### src/rtl/hamming_dec_sched_pkg.sv
// Shared Hamming(7,4) types, widths and syndrome/correction helpers
// for the two-channel decoder scheduler.
package hamming_dec_sched_pkg;

   localparam int unsigned CODE_W = 7;
   localparam int unsigned DATA_W = 4;
   localparam int unsigned SYN_W  = 3;

   typedef logic [CODE_W-1:0] code_t;
   typedef logic [DATA_W-1:0] data_t;
   typedef logic [SYN_W-1:0]  syn_t;

   // Stage-1 payload: granted codeword and its source channel.
   typedef struct packed {
      logic  ch;
      code_t code;
   } s1_t;

   // Stage-2 payload: decoded result as presented on the output port.
   typedef struct packed {
      logic  ch;
      data_t data;
      syn_t  syn;
      logic  corr;
   } res_t;

   function automatic syn_t calc_syndrome(input code_t c);
      syn_t s;
      s[0] = c[6] ^ c[4] ^ c[2] ^ c[0];
      s[1] = c[6] ^ c[5] ^ c[2] ^ c[1];
      s[2] = c[6] ^ c[5] ^ c[4] ^ c[3];
      return s;
   endfunction

   // A nonzero syndrome k points at codeword bit k-1; no double-error detection.
   function automatic code_t correct_code(input code_t c, input syn_t s);
      code_t fixed;
      fixed = c;
      if (s != '0) begin
         fixed[s - SYN_W'(1)] = ~c[s - SYN_W'(1)];
      end
      return fixed;
   endfunction

   function automatic data_t extract_data(input code_t c);
      return {c[6], c[5], c[4], c[2]};
   endfunction

endpackage

### src/rtl/hamming_dec_sched_corrector.sv
// Combinational Hamming(7,4) single-error corrector: syndrome plus
// the corrected codeword.
module hamming_corrector
   import hamming_dec_sched_pkg::*;
(
   input  logic [CODE_W-1:0] code,
   output logic [CODE_W-1:0] fixed,
   output logic [SYN_W-1:0]  syn
);

   always_comb begin
      syn   = calc_syndrome(code);
      fixed = correct_code(code, syn);
   end

endmodule

### src/rtl/hamming_dec_sched.sv
// Two-channel round-robin Hamming(7,4) decoder with a two-stage
// elastic pipeline and saturating per-channel corrected-word counters.
module hamming_dec_sched
   import hamming_dec_sched_pkg::*;
#(
   parameter int unsigned CNT_W = 16
) (
   input  logic              clk,
   input  logic              rst,
   input  logic              ch0_valid,
   input  logic [CODE_W-1:0] ch0_code,
   output logic              ch0_ready,
   input  logic              ch1_valid,
   input  logic [CODE_W-1:0] ch1_code,
   output logic              ch1_ready,
   output logic              out_valid,
   input  logic              out_ready,
   output logic              out_ch,
   output logic [DATA_W-1:0] out_data,
   output logic [SYN_W-1:0]  out_syn,
   output logic              out_corr,
   output logic [CNT_W-1:0]  cnt0,
   output logic [CNT_W-1:0]  cnt1
);

   logic  last_ch;
   logic  s1_valid;
   s1_t   s1_q;
   s1_t   s1_d;
   res_t  res_q;
   res_t  res_d;
   logic  s2_load;
   logic  s1_open;
   logic  gnt_any;
   logic  gnt_ch;
   logic  take;
   logic  xfer;
   code_t fixed;
   syn_t  syn;

   // Grant: alternate on a tie, otherwise serve whichever channel is valid.
   always_comb begin
      s2_load = !out_valid || out_ready;
      s1_open = !s1_valid || s2_load;
      gnt_any = 1'b0;
      gnt_ch  = 1'b0;
      if (ch0_valid && ch1_valid) begin
         gnt_any = 1'b1;
         gnt_ch  = ~last_ch;
      end else if (ch0_valid) begin
         gnt_any = 1'b1;
         gnt_ch  = 1'b0;
      end else if (ch1_valid) begin
         gnt_any = 1'b1;
         gnt_ch  = 1'b1;
      end
      take      = gnt_any && s1_open && !rst;
      ch0_ready = take && !gnt_ch;
      ch1_ready = take && gnt_ch;
      s1_d.ch   = gnt_ch;
      s1_d.code = gnt_ch ? ch1_code : ch0_code;
   end

   // Stage 1 register and last-grant pointer.
   always_ff @(posedge clk) begin
      if (rst) begin
         s1_valid <= 1'b0;
         s1_q     <= '0;
         last_ch  <= 1'b1;
      end else begin
         if (s1_open) begin
            s1_valid <= take;
            if (take) begin
               s1_q <= s1_d;
            end
         end
         if (take) begin
            last_ch <= gnt_ch;
         end
      end
   end

   hamming_corrector u_corrector (
      .code  (s1_q.code),
      .fixed (fixed),
      .syn   (syn)
   );

   always_comb begin
      res_d.ch   = s1_q.ch;
      res_d.data = extract_data(fixed);
      res_d.syn  = syn;
      res_d.corr = (syn != '0);
   end

   // Stage 2 output register; fields hold while stalled.
   always_ff @(posedge clk) begin
      if (rst) begin
         out_valid <= 1'b0;
         res_q     <= '0;
      end else if (s2_load) begin
         out_valid <= s1_valid;
         if (s1_valid) begin
            res_q <= res_d;
         end
      end
   end

   assign out_ch   = res_q.ch;
   assign out_data = res_q.data;
   assign out_syn  = res_q.syn;
   assign out_corr = res_q.corr;

   assign xfer = out_valid && out_ready;

   // Saturating corrected-word counters, bumped on transfer of a corrected result.
   always_ff @(posedge clk) begin
      if (rst) begin
         cnt0 <= '0;
         cnt1 <= '0;
      end else if (xfer && res_q.corr) begin
         if (!res_q.ch && (cnt0 != {CNT_W{1'b1}})) begin
            cnt0 <= cnt0 + CNT_W'(1);
         end
         if (res_q.ch && (cnt1 != {CNT_W{1'b1}})) begin
            cnt1 <= cnt1 + CNT_W'(1);
         end
      end
   end

endmodule

### config.mk
export PLATFORM = sky130hd
export DESIGN_NAME = hamming_dec_sched
export DESIGN_NICKNAME = d
export VERILOG_FILES = /design/src/rtl/hamming_dec_sched_pkg.sv /design/src/rtl/hamming_dec_sched_corrector.sv /design/src/rtl/hamming_dec_sched.sv
export SDC_FILE = /design/constraint.sdc
export NUM_CORES = 1
export LEC_CHECK = 0
export CORE_MARGIN = 2
export CORE_UTILIZATION = 45
export DETAILED_ROUTE_END_ITERATION = 10
export DONT_BUFFER_PORTS = 1
export PLACE_DENSITY_LB_ADDON = 0.3
export REMOVE_ABC_BUFFERS = 1
export SLEW_MARGIN = 5
export SYNTH_ARGS = -nofsm -noshare
export SYNTH_HDL_FRONTEND = slang
export SYNTH_SLANG_ARGS = --single-unit
### constraint.sdc
create_clock -name clk -period 6.03 [get_ports clk]
set_input_delay 1.5075 -clock clk [delete_from_list [all_inputs] [get_ports clk]]
set_output_delay 1.5075 -clock clk [all_outputs]
set_load 0.005 [all_outputs]
==> key figures <==
Yosys
  – Synth area leader: dfxtp_1
  – Post-Synthesis Cells: 338
  – Post-synth top area share: 36.8%
  – Mapped Area: 2830 sq um
  – Synth warn: 0
  – Avg Synthesized Cell Area: 8.37 sq um
  – Async S/R FF share, synth: 0%
  – Distinct cells, synth: 52
  – FF+latch count, synth: 52
  – Largest cells by area after synthesis: dfxtp_1 37%, xnor2_1 8.0%, nor2_1 7.0%
  – Number of synthesized flops with an enable pin: 0
  – Share of the yosys chip area belonging to registers: 36.8%
  – Synth Flop Type: dfxtp_1

Final layout
  – Footprint of the multi-input gates: 1670 sq um
  – Layout net count: 349
  – Commonest non-fill, non-tap cell in the layout: nor2_1
  – Share of layout cells above drive strength 1: 5.79%
  – Filler instances: 593
  – Sequential Area: 1040 sq um
  – P&R area growth vs syn: 3.89%
  – Most frequent cells in the layout: 53 x nor2_1, 52 x dfxtp_1, 26 x xnor2_1
  – Antenna cells: 0
  – Design Area, Final: 2940 sq um

Floorplan
  – Num ports: 63
  – Die Ht: 83.3 um
  – Core Region: 5990 sq um
  – Die area: 6940 sq um
  – Num rows: 28
  – Initial core utilization: 47.2%
  – Die W: 83.3 um

Global routing
  – Total track usage: 16.2%
  – Total grt overflow: 0
  – Vias in the first global route: 1997
  – Largest net degree at the start of global routing: 57
  – Antenna violations before repair: 0
  – First-pass GRT wire length: 9.54 mm

Clock tree
  – Deepest clock path buffer count: 2
  – CTS H-tree lvls: 2
  – Hold-fix buffers, CTS: 0
  – Clk_lat worst skew: 0.32 ns
  – Clock root cell: clkbuf_8
  – Clock net sink count: 52
  – Clock-pin slew on the worst setup and hold paths: 0.09 ns
  – Post-CTS setup buffers: 0
  – TritonCTS Buffers: 5
  – CTS tree: yes
  – Post-cts resize count: 0

Detailed routing
  – DRC Markers: 0
  – Initial DRC Count: 90
  – Antenna-violating nets left: 0
  – Via Count: 2289
  – Drt pass-1 iters: 5
  – Wirelength per Cell: 14.0 um
  – Routed WL: 5.62 mm
  – Via/cell ratio: 5.68

Timing
  – Finish-stage setup viols: 0
  – Fin. max-slew vios: 0
  – Fin crit share: 60.3%
  – Final hold violation count: 0
  – Clk_skew: 0.0112 ns
  – Slew headroom: 34.4%
  – Minimum clock period: 3.64 ns
  – Achievable Freq: 275 MHz
  – Fin worst setup slack: 2.39 ns
  – Final setup TNS: 0 ns
  – Hold WS: 0.467 ns
  – Unrepaired setup endpoints after global routing: no
  – Worst Max-Slew Pin Slew: 0.975 ns

Placement
  – Port bufs: 0
  – Setup WS pre-CTS: 2.39 ns
  – Hpwl dp: 3.96 mm
  – Dpl cell area: 2840 sq um
  – RD Place Congestion: 0.864

Worst hold path
  – Hold path start: res_d[8]
  – Min-Delay Path Class: register to register

Power and ir drop
  – VDD IR max: 0.130 mV
  – PD cells: 240 nW/um^2
  – Leak pwr: 0.000983 uW

Worst setup path
  – CP Cell Sequence: a21boi_0, buf_4, nor3b_1
  – Worst Setup Start Kind: primary input
  – Reg2reg start: s1_q[1]
  – Critical path's largest stage delay: 0.25 ns
  – CP Max Fanout: 10
  – CP startpoint: ch1_valid
  – CP max-delay cell: nor3b_1
  – Critical path arrival: 2.13 ns
  – Worst path required time: 4.52 ns
  – CP Capture Type: output port
  – CP Class: primary input to output port
  – R2R setup slack: 3.32 ns

Run status
  – Status: finished, final reports clean

Run
  – Max-cap viol count: 0
[power by group]
group,switching [uW],internal (uW)
logic,62.8,51.2
clock network,121,94.2
registers,21.1,356
[synth_stat cells, drive strengths merged (6+ instances only)]
master / n
inv: 7
nor3: 14
mux2i: 11
a21oi: 17
clkbuf: 10
buf: 10
xnor2: 26
nand3: 10
a211oi: 15
o21ai: 10
nor2: 53
xor2: 10
nand2: 19
dfxtp: 52
or3: 6
nor4: 8
nand4: 9
[final cells by class]
cell class                      count  share of cell area [%]
Clock buffer                        6                    2.81
Multi-Input combinational cell    259                    56.7
Tap cell                           75                    3.19
Timing Repair Buffer                2                   0.511
Sequential cell                    52                    35.4
Inverter                            7                   0.894
Clock inverter                      2                   0.468
[flip-flops by register name, summed over array words and instances, names as in the netlist]
signal     count
s1_valid       1
s1_q           7
res_d          1
out_corr       1
out_ch         1
out_syn        3
out_valid      1
cnt0          16
out_data       4
last_ch        1
cnt1          16
[per-stage QoR]
stage / power, uW / std cells / utilization [%]
after floorplan: 475 / 318 / -
after global placement: 496 / 395 / 47.5
after detailed placement: 497 / 395 / 47.5
after CTS: 712 / 403 / 49.1
after global routing: 744 / 403 / 49.1
final: 706 / 403 / 49.1
[layer usage]
metal  track usage, %  up-vias  share of wire, %
li1                 -     1180                 -
met1             21.2     1043                46
met2             25.8       59                47
met3             4.47        7               6.0
met4             5.66        0               1.4
met5                0        -                 0
[logic make-up after synthesis]
family,synth area share [%]
buffers and inverters,4.29
muxes,3.89
and+or+nand+nor,27.8
xor gates and xnor gates,12.1
DFF,36.8
adders and majority gates,1.33
AOI/OAI and AO/OA,13.9
[critical path, delay by kind of cell]
family	cells	cell delay [ns]
buf+inv	1	0.21
compound gates	1	0.16
simple gates	1	0.25
[worst paths after layout]
path            endpoint  cells after the start
max            ch1_ready                      3
min               out_ch                      2
max reg2reg  out_data[1]                      8
min reg2reg       out_ch                      2
No activity file was read; power rests on OpenSTA's default activity.
